[config.mk]
export PLATFORM = sky130hd
export DESIGN_NAME = zbb_count_unit
export DESIGN_NICKNAME = d
export VERILOG_FILES = /design/src/rtl/zbb_pkg.sv /design/src/rtl/zbb_lzc32.sv /design/src/rtl/zbb_count_unit.sv
export SDC_FILE = /design/constraint.sdc
export NUM_CORES = 1
export LEC_CHECK = 0
export CORE_MARGIN = 8
export CORE_UTILIZATION = 46
export CTS_BUF_LIST = sky130_fd_sc_hd__clkbuf_8 sky130_fd_sc_hd__clkbuf_16
export DETAILED_ROUTE_END_ITERATION = 12
export PLACE_DENSITY = 0.9
export SLEW_MARGIN = 20
export SYNTH_ARGS = -nofsm -noshare
export SYNTH_HDL_FRONTEND = slang
export SYNTH_SLANG_ARGS = --single-unit
[constraint.sdc]
create_clock -name clk -period 4.9 [get_ports clk]
set_clock_uncertainty 0.1 [all_clocks]
set_input_delay 0.49 -clock clk [delete_from_list [all_inputs] [get_ports clk]]
set_output_delay 0.49 -clock clk [all_outputs]
set_load 0.01 [all_outputs]
[src/rtl/zbb_pkg.sv]
// Shared definitions for the Zbb count execute stage: op encodings, widths
// and the operand bit-reverse used to turn CTZ into a leading-zero count.
package zbb_pkg;

    localparam int XLEN  = 32;
    localparam int CNT_W = 6;

    typedef enum logic [1:0] {
        ZBB_OP_CLZ  = 2'b00,
        ZBB_OP_CTZ  = 2'b01,
        ZBB_OP_CPOP = 2'b10,
        ZBB_OP_RSVD = 2'b11
    } zbb_op_e;

    function automatic logic [XLEN-1:0] bit_reverse(input logic [XLEN-1:0] value);
        logic [XLEN-1:0] reversed;
        reversed = '0;
        for (int i = 0; i < XLEN; i++) begin
            reversed[i] = value[XLEN-1-i];
        end
        return reversed;
    endfunction

endpackage

[src/rtl/zbb_lzc32.sv]
// Combinational 32-bit leading-zero counter; an all-zero operand yields 32.
module zbb_lzc32 (
    input  logic [31:0] operand,
    output logic [5:0]  count
);

    logic [7:0] nib_zero;
    logic [1:0] nib_cnt [8];

    genvar gi;
    generate
        for (gi = 0; gi < 8; gi++) begin : g_nibble
            logic [3:0] nib;
            assign nib          = operand[4*gi+3 : 4*gi];
            assign nib_zero[gi] = (nib == 4'd0);
            always_comb begin
                if (nib[3]) begin
                    nib_cnt[gi] = 2'd0;
                end else if (nib[2]) begin
                    nib_cnt[gi] = 2'd1;
                end else if (nib[1]) begin
                    nib_cnt[gi] = 2'd2;
                end else begin
                    nib_cnt[gi] = 2'd3;
                end
            end
        end
    endgenerate

    // Scan upwards so the most significant non-zero nibble has the last word.
    always_comb begin
        count = 6'd32;
        for (int i = 0; i < 8; i++) begin
            if (!nib_zero[i]) begin
                count = {1'b0, 3'(7 - i), nib_cnt[i]};
            end
        end
    end

endmodule

[src/rtl/zbb_count_unit.sv]
// Two-stage CLZ/CTZ/CPOP execute unit with valid/ready on both sides.
// S1 holds the conditioned operand, S2 holds the zero-extended count.
module zbb_count_unit
    import zbb_pkg::*;
#(
    parameter int XLEN  = 32,
    parameter int CNT_W = 6
) (
    input  logic            clk,
    input  logic            rst,
    input  logic            flush,
    input  logic            in_valid,
    output logic            in_ready,
    input  logic [1:0]      in_op,
    input  logic [XLEN-1:0] in_rs1,
    input  logic [4:0]      in_rd,
    output logic            out_valid,
    input  logic            out_ready,
    output logic [4:0]      out_rd,
    output logic [XLEN-1:0] out_result
);

    logic             s1_valid_q, s1_valid_d;
    zbb_op_e          s1_op_q, s1_op_d;
    logic [XLEN-1:0]  s1_opnd_q, s1_opnd_d;
    logic [4:0]       s1_rd_q, s1_rd_d;

    logic             s2_valid_q, s2_valid_d;
    logic [CNT_W-1:0] s2_result_q, s2_result_d;
    logic [4:0]       s2_rd_q, s2_rd_d;

    logic             s2_adv;
    logic             s1_adv;
    logic             accept;
    zbb_op_e          in_op_e;

    assign in_op_e  = zbb_op_e'(in_op);
    assign s2_adv   = !s2_valid_q || out_ready;
    assign in_ready = !s1_valid_q || s2_adv;
    assign s1_adv   = s1_valid_q && s2_adv;
    // A flush cycle never accepts, even while in_ready is high.
    assign accept   = in_valid && in_ready && !flush;

    // ---------------- compute between S1 and S2 ----------------
    logic [5:0] lzc_cnt;

    zbb_lzc32 u_lzc (
        .operand (s1_opnd_q),
        .count   (lzc_cnt)
    );

    logic [1:0] pop_l1 [16];
    logic [2:0] pop_l2 [8];
    logic [3:0] pop_l3 [4];
    logic [4:0] pop_l4 [2];
    logic [5:0] pop_sum;

    genvar gi;
    generate
        for (gi = 0; gi < 16; gi++) begin : g_pop_l1
            assign pop_l1[gi] = {1'b0, s1_opnd_q[2*gi]} + {1'b0, s1_opnd_q[2*gi+1]};
        end
        for (gi = 0; gi < 8; gi++) begin : g_pop_l2
            assign pop_l2[gi] = {1'b0, pop_l1[2*gi]} + {1'b0, pop_l1[2*gi+1]};
        end
        for (gi = 0; gi < 4; gi++) begin : g_pop_l3
            assign pop_l3[gi] = {1'b0, pop_l2[2*gi]} + {1'b0, pop_l2[2*gi+1]};
        end
        for (gi = 0; gi < 2; gi++) begin : g_pop_l4
            assign pop_l4[gi] = {1'b0, pop_l3[2*gi]} + {1'b0, pop_l3[2*gi+1]};
        end
    endgenerate

    assign pop_sum = {1'b0, pop_l4[0]} + {1'b0, pop_l4[1]};

    logic [CNT_W-1:0] compute_result;

    always_comb begin
        compute_result = '0;
        case (s1_op_q)
            ZBB_OP_CLZ,
            ZBB_OP_CTZ:  compute_result = lzc_cnt;
            ZBB_OP_CPOP: compute_result = pop_sum;
            default:     compute_result = '0;
        endcase
    end

    // ---------------- next-state ----------------
    always_comb begin
        s1_valid_d = s1_valid_q;
        s1_op_d    = s1_op_q;
        s1_opnd_d  = s1_opnd_q;
        s1_rd_d    = s1_rd_q;

        if (flush) begin
            s1_valid_d = 1'b0;
        end else if (accept) begin
            s1_valid_d = 1'b1;
        end else if (s1_adv) begin
            s1_valid_d = 1'b0;
        end

        if (accept) begin
            s1_op_d   = in_op_e;
            s1_rd_d   = in_rd;
            s1_opnd_d = (in_op_e == ZBB_OP_CTZ) ? bit_reverse(in_rs1) : in_rs1;
        end
    end

    always_comb begin
        s2_valid_d  = s2_valid_q;
        s2_result_d = s2_result_q;
        s2_rd_d     = s2_rd_q;

        if (flush) begin
            s2_valid_d = 1'b0;
        end else if (s2_adv) begin
            s2_valid_d = s1_valid_q;
        end

        // Data only moves with a real op so an idle S2 keeps its last value.
        if (s1_adv) begin
            s2_result_d = compute_result;
            s2_rd_d     = s1_rd_q;
        end
    end

    always_ff @(posedge clk) begin
        if (rst) begin
            s1_valid_q  <= 1'b0;
            s1_op_q     <= ZBB_OP_CLZ;
            s1_opnd_q   <= '0;
            s1_rd_q     <= '0;
            s2_valid_q  <= 1'b0;
            s2_result_q <= '0;
            s2_rd_q     <= '0;
        end else begin
            s1_valid_q  <= s1_valid_d;
            s1_op_q     <= s1_op_d;
            s1_opnd_q   <= s1_opnd_d;
            s1_rd_q     <= s1_rd_d;
            s2_valid_q  <= s2_valid_d;
            s2_result_q <= s2_result_d;
            s2_rd_q     <= s2_rd_d;
        end
    end

    assign out_valid  = s2_valid_q;
    assign out_rd     = s2_rd_q;
    assign out_result = {{(XLEN-CNT_W){1'b0}}, s2_result_q};

`ifndef SYNTHESIS
    // A stalled result must stay put until taken, flushed or reset.
    a_out_hold: assert property (@(posedge clk) disable iff (rst)
        (out_valid && !out_ready && !flush) |=>
            (out_valid && $stable(out_rd) && $stable(out_result)));
`endif

endmodule

* Yosys cells after proc, flatten, opt, wreduce, memory -nomap -nowiden *
Cells that the tools add are included.

storage, ports and cells
  register bits after elaboration = 52
  output and inout bits = 39

cells by class
  equal/unequal tests = 3
  add/subtract/negate cells = 31
  reductions and logical operators = 20
  mux-type cells = 36

operators by type and width
  operator            number
  $mux 6              8
  $add 1x1->2         16
  $logic_not 4->1     8
  $mux 2              16
  $mux 32             1
  $add 2x2->3         8
  $add 3x3->4         4
  $pmux 6 s2          1
  $add 4x4->5         2
  $mux 1              10
  $add 5x5->6         1
  $eq 2x1->1 const B  2
  $reduce_or 2->1     2
  $logic_and 1x1->1   3
  $logic_not 1->1     3
  $eq 2x2->1 const B  1
  $logic_not 2->1     1
  $logic_or 1x1->1    2
  $reduce_bool 2->1   1

* Longest topological paths before layout *
Gate-level depths: netlist of run 1.

  depth after elaboration = 12
  depth in mapped cells = 16
  mapped depth without buffers = 16

* Hierarchy *
Synthesis of run 1 repeated with hierarchy kept, for this count alone.

unflattened totals
  cell total of the unflattened synthesis = 431
  area, all modules = 3747.3 sq um

by module, submodules not included
  module          area an instance (sq um)  sequential area each (sq um)  cells each  instances
  zbb_count_unit  3323.2                    1041.0                        364         1
  zbb_lzc32       424.2                     0.0                           67          1

* Worst setup path after synthesis of run 1 *
OpenSTA, ideal clock, no wires.

  kind = register to register
  start point = reg s1_opnd_q[5]
  end point = reg s2_result_q[4]
  path buffers = 0
  stages on the path, launching flop included = 16
  setup slack = 0.024 ns
  required time = 4.714 ns
  arrival = 4.690 ns
  cells stage by stage = dfxtp_1 > inv_1 > fa_1 > fa_1 > fa_1 > fa_1 > fa_1 > fa_1 > inv_1 > ha_1 > fa_1 > a21o_1 > a21oi_1 > xnor2_1 > a21oi_1 > a211oi_1

between the ends
  cells in the longest elaborated chain, start to end = 9
  elaborated cells between the ends (all ways) = 14

RTL lines
  element                                                              RTL line               RTL
  start, declared                                                      zbb_count_unit.sv:25   logic [XLEN-1:0] s1_opnd_q, s1_opnd_d;
  start signal, assigned                                               zbb_count_unit.sv:140  s1_opnd_q <= s1_opnd_d;
  parallel branches: the longest is 8 deep, another holds $add 5x5->6  --
  $pmux 6 s2 (*)                                                       zbb_count_unit.sv:80   case (s1_op_q)
  end signal, assigned                                                 zbb_count_unit.sv:143  s2_result_q <= s2_result_d;
  end, declared                                                        zbb_count_unit.sv:29   logic [CNT_W-1:0] s2_result_q, s2_result_d;

Mark *: on every way between the ends.
A chain may end at the register's enable or synchronous reset.

* Final worst setup path of run 1 *
  start point = reg s1_opnd_q[27]
  end point = reg s2_result_q[4]

between the ends
  cells in the longest elaborated chain, start to end = 6
  elaborated cells between the ends (all ways) = 9

RTL lines
  element         RTL line              RTL
  $add 1x1->2     zbb_count_unit.sv:61  assign pop_l1[gi] = {1'b0, s1_opnd_q[2*gi]} + {1'b0, s1_opnd_q[2*gi+1]};
  $add 2x2->3     zbb_count_unit.sv:64  assign pop_l2[gi] = {1'b0, pop_l1[2*gi]} + {1'b0, pop_l1[2*gi+1]};
  $add 3x3->4     zbb_count_unit.sv:67  assign pop_l3[gi] = {1'b0, pop_l2[2*gi]} + {1'b0, pop_l2[2*gi+1]};
  $add 4x4->5     zbb_count_unit.sv:70  assign pop_l4[gi] = {1'b0, pop_l3[2*gi]} + {1'b0, pop_l3[2*gi+1]};
  $add 5x5->6     zbb_count_unit.sv:74  assign pop_sum = {1'b0, pop_l4[0]} + {1'b0, pop_l4[1]};
  $pmux 6 s2 (*)  zbb_count_unit.sv:80

Mark *: on every way between the ends. The rest lies on a longest branch, timed or not.

==> results of run 1 <==
==> registers in the layout (all words and copies together), names as in the netlist <==
register     flops
s2_result_q      6
s1_opnd_q       32
s1_op_q          2
s1_valid_q       1
out_valid        1
out_rd           5
s1_rd_q          5
==> placed cells by master, fill, tap and decap left out, drive strengths merged, types with 21 or more instances in the layout <==
master,instances
inv,47
dfxtp,52
conb,26
a311oi,33
buf,21
clkdlybuf4s50,56
nand2,94
nor2,48
fa,24
a21oi,22
==> final timing paths <==
| path | start | end | cells after the start |
|---|---|---|---|
| max | s1_opnd_q[27] | s2_result_q[4] | 15 |
| min | s1_rd_q[3] | out_rd[3] | 2 |
| max reg2reg | s1_opnd_q[27] | s2_result_q[4] | 15 |
| min reg2reg | s1_rd_q[3] | out_rd[3] | 2 |
==> report_power, final <==
group	internal [mW]	total (mW)	leakage [nW]	switching [mW]
Clock	0.147	0.282	0.0501	0.135
Combinational	0.346	0.769	1.33	0.423
Sequential	0.447	0.470	0.430	0.0230
Total	0.940	1.52	1.81	0.582
==> cell families after synthesis <==
logic type / after synthesis
AOI/OAI and AO/OA: 83
xor gates and xnor gates: 2
adders and majority gates: 32
buffers and inverters: 96
DFF: 52
other: 1
and+or+nand+nor: 176
==> metrics by stage <==
stage           util  setup WS, ns
2_1_floorplan      -        0.0241
3_3_place_gp   0.568       -0.0274
3_5_place_dp   0.568        -0.145
4_1_cts        0.583       0.00556
5_1_grt        0.588       -0.0479
6_report       0.588        0.0705
==> per-layer routing <==
metal	GRT usage	part of all wire	vias to the layer above
met5	0	0	-
met1	0.200	0.42	1447
met3	0.0270	0.062	11
met2	0.293	0.50	120
met4	0.0512	0.016	0
li1	-	-	1541
==> critical path, delay by kind of cell (launching register included) <==
kind,cells,cell delay (ns)
xor gates and xnor gates,1,0.13
AOI/OAI and AO/OA,4,0.61
buffers and inverters,2,0.09
DFF,1,0.34
adders and majority gates,8,3.46
==> what timing repair did <==
item,CTS,global route
gates resized for setup,6,15
setup endpoints to repair,1,3
cloned,0,0
pin swaps,14,5
hold buffers,0,0
==> final cells by class <==
class / instances / area, µm² / area share
clock inverters: 1 / 30.0 / 0.00701
flip-flops and latches: 52 / 1050 / 0.245
clock buffers: 5 / 68.8 / 0.0161
inverters: 47 / 176 / 0.0412
well taps: 99 / 124 / 0.0289
multi-input cells: 319 / 2120 / 0.494
repair buffers: 77 / 718 / 0.168
==> qor_table.md, run 1 <==
| Step | Item | This run |
|---|---|---|
| worst setup path | Max incr delay on CP | 0.55 ns |
| timing | Maximum frequency from static timing analysis | 207 MHz |
| global routing | First-pass GRT wire length | 14.1 mm |
| place | Placed insts | 594 |
| die | Chip Width | 103 µm |
| yosys | Number of enable flip-flop cells after synthesis | 0 |
| timing | Final hold slack | 0.360 ns |
| yosys | Share of synthesized flip-flops with an asynchronous set or reset | 0 |
| worst setup path | Cell with the biggest individual delay on the critical path | sky130_fd_sc_hd__fa_1 |
| worst setup path | Startpoint type of the worst setup path | register |
| yosys | Top area cells in the synthesized netlist | sky130_fd_sc_hd__dfxtp_1 30%, sky130_fd_sc_hd__fa_1 14%, sky130_fd_sc_hd__nand2_1 10%, sky130_fd_sc_hd__a311oi_1 8.3%, sky130_fd_sc_hd__buf_4 5.6% |
| die | Starting utilization of the core area | 0.478 |
| status | Result of the run | complete, no violations |
| layout | Final #Nets | 578 |
| yosys | Most frequent cell after synthesis | sky130_fd_sc_hd__nand2_1 |
| timing | Sum Neg Setup Slack | 0 ns |
| timing | Setup violation total in the final timing report | 0 |
| cts | Clock transition at path regs | 0.09 ns |
| cts | Root Buffer Master | sky130_fd_sc_hd__clkbuf_8 |
| worst setup path | Critical Path Sink Type | register |
| flow run | Max-capacitance violation count | 0 |
| layout | Fraction of layout cells with a size suffix above 1 | 0.110 |
| timing | Slew @ Worst Pin | 0.836 ns |
| detailed routing | Per-cell via count in the routed design | 5.20 |
| global routing | GRT Total Usage | 0.166 |
| timing | RSZ-0062 raised after global routing | true |
| yosys | Leading cell types by count after synthesis | 94 x sky130_fd_sc_hd__nand2_1, 52 x sky130_fd_sc_hd__dfxtp_1, 48 x sky130_fd_sc_hd__nor2_1 |
| global routing | GRT overflow | 0 |
| yosys | Share of the synthesized area in the top cell type | 0.299 |
| detailed routing | Number of DRC violations after detailed-routing iteration 0 | 286 |
| power | Leakage power summed over all cells | 1.81 nW |
| timing | Slew Limit Fails | 0 |
| cts | TritonCTS buffer count | 5 |
| place | Placed inst area | 0.00414 mm² |
| worst setup path | Worst-path maximum fanout | 2 |
| global routing | Number of global-route vias before repair | 3,076 |
| detailed routing | Total Routed Length | 8.70 mm |
| worst setup path | Critical path's most frequent cell | sky130_fd_sc_hd__fa_1 |
| cts | Skew-Pair Late Insertion Delay | 0.30 ns |
| cts | Clock tree sinks | 52 |
| yosys | Synth warn | 0 |
| cts | TritonCTS clock tree | built |
| hold path | Path type of the worst min-delay path | register to register |
| layout | Diode insertion count for antenna repair | 0 |
| cts | Post-CTS repair timing setup buffer count | 0 |
| timing | Number of failing hold endpoints at the final stage | 0 |
| die | Boundary pin count | 83 |
| timing | Max-slew headroom | 0.442 |
| worst setup path | Crit Path Class | register to register |
| global routing | Number of antenna violations at the first check in global routing | 0 |
| detailed routing | Total number of vias | 3,119 |
| place | Count of buffers from port buffering | 56 |
| yosys | Simple-gate share of the synthesized area | 0.224 |
| layout | Number of standard cells in the final layout excluding fillers | 600 |
| yosys | Count of distinct cell types in the synthesized netlist | 41 |
| yosys | Portion of netlist area occupied by mux cells | 0 |
| yosys | Adder-Cell Fraction of Synth Area | 0.166 |
| layout | Final design area excluding fillers | 0.00429 mm² |
| die | Die Y | 103 µm |
| worst setup path | Critical path required time | 5.02 ns |
| timing | Period utilisation layout | 0.986 |
| worst setup path | Minimum setup slack among reg-to-reg paths | 0.07 ns |
| yosys | Post-synthesis average cell area | 7.89 µm² |
| place | Placer Congestion | 0.888 |
| layout | FILL cells | 641 |
| cts | H-tree levels | 2 |
| yosys | Dominant combinational cell family by area after synthesis | simple AND/OR/NAND/NOR gates |
| yosys | Cell type contributing the most total cell area after synthesis | sky130_fd_sc_hd__dfxtp_1 |
| power | Cell area power density | 355 mW/mm² |
| cts | Clk buf depth | 2 |
| yosys | Synthesized netlist cell count | 442 |
| power | Peak supply drop | 180 µV |
| detailed routing | Average wire per cell in the routed design | 14.5 µm |
| worst setup path | Cells along the critical path | inv_2 -> fa_1 -> fa_1 -> fa_1 -> fa_1 -> fa_1 -> fa_1 -> inv_2 -> ha_4 -> fa_2 -> a21o_1 -> a21oi_2 -> xnor2_1 -> a21oi_1 -> a211oi_1 |
| detailed routing | First-pass iteration count of the detailed router | 4 |
| yosys | Main flop type after synthesis | sky130_fd_sc_hd__dfxtp_1 |
| detailed routing | Remaining number of nets flagged by the antenna check after routing | 0 |
| place | Half-perimeter wire length of the detailed placement result | 7.05 mm |
| yosys | Sequential cell area fraction in the yosys report | 0.299 |
| worst setup path | Worst endpoint data arrival time | 4.95 ns |
| timing | Min Clock Period, post-route | 4.83 ns |
| yosys | Number of flip-flops and latches in the synthesized netlist | 52 |
| yosys | Synthesized-area fraction occupied by xor and xnor cells | 0.00502 |
| yosys | Complex-gate fraction of the synthesized area | 0.174 |
| yosys | Cell area after synthesis | 0.00349 mm² |
| detailed routing | Detailed-route DRC error count | 0 |
| layout | Area growth syn-to-layout | 22.9% |
| die | Number of core rows | 31 |
| power | Power, Total | 1.52 mW |
| die | Total Die Area | 0.0106 mm² |
| die | Core Box Area | 0.00729 mm² |
| global routing | Pin count of the biggest net entering global routing | 53 |
No activity file was read; power rests on OpenSTA's default activity.
==> run 2: changes to the inputs <==
Settings changed: ABC_AREA set to 1.
==> run 2 against run 1 <==
  * Clock-buffer cell count up 2
  * Total power up 6.1%
  * Core utilization down 2.5 points
  * Synthesized area up 1.3%
  * Largest cell class unchanged
==> qor_table.md, run 2 <==
| Step | Item | This run |
|---|---|---|
| worst setup path | Startpoint type of the worst setup path | register |
| die | Chip Width | 104 µm |
| layout | Leading cell type in the layout, fill and taps excluded | sky130_fd_sc_hd__nand2_1 |
| timing | Number of failing hold endpoints at the final stage | 0 |
| place | Placer Congestion | 0.908 |
| hold path | Path type of the worst min-delay path | register to register |
| yosys | Cell type contributing the most total cell area after synthesis | sky130_fd_sc_hd__dfxtp_1 |
| yosys | Leading cell types by count after synthesis | 70 x sky130_fd_sc_hd__nand2_1, 62 x sky130_fd_sc_hd__inv_1, 52 x sky130_fd_sc_hd__dfxtp_1 |
| yosys | Main flop type after synthesis | sky130_fd_sc_hd__dfxtp_1 |
| layout | Top library cells by usage in the layout, fill and taps aside | 68 x sky130_fd_sc_hd__nand2_1, 57 x sky130_fd_sc_hd__inv_1, 56 x sky130_fd_sc_hd__clkdlybuf4s50_1 |
| place | Half-perimeter wire length of the detailed placement result | 6.85 mm |
| power | Peak supply drop | 154 µV |
| layout | Final #Nets | 597 |
| power | Cell area power density | 379 mW/mm² |
| place | Placed inst area | 0.00404 mm² |
| detailed routing | Per-cell via count in the routed design | 5.31 |
| detailed routing | Detailed-route DRC error count | 0 |
| layout | Final design area excluding fillers | 0.00426 mm² |
| cts | TritonCTS buffer count | 5 |
| layout | Diode insertion count for antenna repair | 0 |
| worst setup path | Cell with the biggest individual delay on the critical path | sky130_fd_sc_hd__fa_1 |
| status | Result of the run | complete, no violations |
| cts | TritonCTS clock tree | built |
| worst setup path | Worst-path maximum fanout | 3 |
| timing | Maximum frequency from static timing analysis | 207 MHz |
| global routing | Pin count of the biggest net entering global routing | 71 |
| global routing | Number of global-route vias before repair | 3,268 |
| timing | Slew @ Worst Pin | 0.986 ns |
| yosys | Count of distinct cell types in the synthesized netlist | 34 |
| worst setup path | Cells along the critical path | inv_2 -> fa_1 -> fa_2 -> fa_2 -> fa_1 -> fa_1 -> fa_1 -> inv_2 -> ha_4 -> fa_2 -> nand2_2 -> nand2_2 -> a21oi_2 -> nand2_1 -> nand2_1 -> nor2_1 -> o221ai_1 -> inv_1 |
| detailed routing | Remaining number of nets flagged by the antenna check after routing | 0 |
| yosys | Most frequent cell after synthesis | sky130_fd_sc_hd__nand2_1 |
| flow run | Max-capacitance violation count | 0 |
| yosys | Synthesized netlist cell count | 475 |
| timing | Setup violation total in the final timing report | 0 |
| yosys | Synth warn | 0 |
| layout | Fraction of layout cells with a size suffix above 1 | 0.109 |
| layout | Area growth syn-to-layout | 20.7% |
| layout | Multi-input combinational cell area | 0.00208 mm² |
| cts | Clk buf depth | 2 |
| cts | H-tree levels | 2 |
| worst setup path | Max incr delay on CP | 0.57 ns |
| worst setup path | Critical Path Sink Type | register |
| layout | FILL cells | 654 |
| place | Count of buffers from port buffering | 56 |
| global routing | Number of antenna violations at the first check in global routing | 0 |
| yosys | Number of enable flip-flop cells after synthesis | 0 |
| die | Core Box Area | 0.00757 mm² |
| layout | Post-layout utilization of the core | 0.563 |
| die | Total Die Area | 0.0107 mm² |
| timing | Final hold slack | 0.385 ns |
| yosys | Number of flip-flops and latches in the synthesized netlist | 52 |
| detailed routing | Average wire per cell in the routed design | 14.5 µm |
| cts | Skew-Pair Late Insertion Delay | 0.30 ns |
| detailed routing | Total number of vias | 3,311 |
| cts | Root Buffer Master | sky130_fd_sc_hd__clkbuf_8 |
| yosys | Top area cells in the synthesized netlist | sky130_fd_sc_hd__dfxtp_1 29%, sky130_fd_sc_hd__fa_1 14%, sky130_fd_sc_hd__nand2_1 7.4%, sky130_fd_sc_hd__inv_1 6.6%, sky130_fd_sc_hd__o21ai_0 6.5% |
| worst setup path | Worst endpoint data arrival time | 4.93 ns |
| cts | Clock transition at path regs | 0.09 ns |
| yosys | Share of synthesized flip-flops with an asynchronous set or reset | 0 |
| layout | Area taken by flip-flops and latches | 0.00106 mm² |
| global routing | First-pass GRT wire length | 15.3 mm |
| worst setup path | Crit Path Class | register to register |
| timing | Slew Limit Fails | 0 |
| timing | RSZ-0062 raised after global routing | true |
| timing | Min Clock Period, post-route | 4.83 ns |
| layout | Number of flip-flops in the largest register | 32 |
| worst setup path | Critical path required time | 5.00 ns |
| global routing | GRT overflow | 0 |
| layout | Most flop-heavy register | s1_opnd_q |
| yosys | Cell area after synthesis | 0.00353 mm² |
| detailed routing | First-pass iteration count of the detailed router | 5 |
| yosys | Post-synthesis average cell area | 7.43 µm² |
| worst setup path | Critical path's most frequent cell | sky130_fd_sc_hd__fa_1 |
| yosys | Share of the synthesized area in the top cell type | 0.295 |
| power | Leakage power summed over all cells | 1.89 nW |
| layout | Biggest registers after layout | s1_opnd_q (32), s2_result_q (6) |
| die | Number of core rows | 32 |
| die | Starting utilization of the core area | 0.467 |
| yosys | Sequential cell area fraction in the yosys report | 0.295 |
| global routing | GRT Total Usage | 0.166 |
| timing | Max-slew headroom | 0.342 |
| detailed routing | Total Routed Length | 9.03 mm |
| power | Power, Total | 1.61 mW |
| die | Die Y | 104 µm |
| cts | Clock tree sinks | 52 |
| timing | Period utilisation layout | 0.986 |
| detailed routing | Number of DRC violations after detailed-routing iteration 0 | 194 |
| die | Boundary pin count | 83 |
run 2: changes by cell type in the layout (fill, tap and decap cells not counted), moves of 4 or more:
cell and change:
sky130_fd_sc_hd__a311oi_1 -33, sky130_fd_sc_hd__o21ai_1 +11, sky130_fd_sc_hd__or4_4 -4, sky130_fd_sc_hd__a211oi_1 -5, sky130_fd_sc_hd__a21oi_1 -8, sky130_fd_sc_hd__a31oi_1 +32, sky130_fd_sc_hd__o21ai_0 +41, sky130_fd_sc_hd__nor2b_1 -4
sky130_fd_sc_hd__nand3_1 +35, sky130_fd_sc_hd__buf_4 -14, sky130_fd_sc_hd__nand2_1 -26, sky130_fd_sc_hd__nand2_2 +4, sky130_fd_sc_hd__inv_1 +17, sky130_fd_sc_hd__nor2_1 -10
run 2: metal layers:
metal  global-route usage  up-vias  wire length [µm]
met5                    0        -                 0
met2                0.288      107              4590
met4               0.0630        0               171
met3               0.0235       16               388
li1                     -     1595                 -
met1                0.202     1593              3880
run 2: repair_timing:
item                       CTS  global route
hold buffers                 0             0
buffers inserted             0             4
pin swaps                    4            16
resized for setup            6            22
setup endpoints to repair    1             3
run 2: where the power goes:
part / switching [mW] / total [mW] / internal (mW)
clock network: 0.139 / 0.319 / 0.180
logic: 0.471 / 0.823 / 0.352
registers: 0.0220 / 0.472 / 0.450
run 2: worst paths after layout:
kind | slack [ns] | startpoint | end | depth (start not counted)
max | 0.07 | s1_opnd_q[9] | s2_result_q[4] | 18
min | 0.38 | s1_rd_q[3] | s1_rd_q[3] | 2
max reg2reg | 0.07 | s1_opnd_q[9] | s2_result_q[4] | 18
min reg2reg | 0.38 | s1_rd_q[3] | s1_rd_q[3] | 2
run 2: cells by family (layout without fill, tap and decap cells):
group,after synthesis,in the layout,synth area share
compound gates,111,111,0.176
flops,52,52,0.295
other cells,1,26,0.00106
fa+ha+maj,32,32,0.164
buf+inv,116,138,0.155
simple gates,163,163,0.208
run 2: stage by stage:
step / TNS [ns] / setup WS (ns) / std cells
finish: 0 / 0.0699 / 624
global route: -0.215 / -0.120 / 624
detailed placement: -0.106 / -0.106 / 612
floorplan: 0 / 0.181 / 500
CTS: 0 / 0.0217 / 620
global placement: 0 / 0.0907 / 612
run 2: cell type report:
type / instances / area share
multi-input combinational: 332 / 0.489
sequential: 52 / 0.248
tap: 102 / 0.0300
clock inverter: 1 / 0.00705
timing repair buffer: 63 / 0.144
clock buffer: 7 / 0.0226
inverter: 67 / 0.0590
run 2: worst max-delay path: cells and delay by family, from the launching register on:
family,cells,cell delay (ns)
and+or+nand+nor,5,0.34
DFF,1,0.35
adders and majority gates,8,3.47
AOI/OAI and AO/OA,2,0.29
buffers and inverters,3,0.17
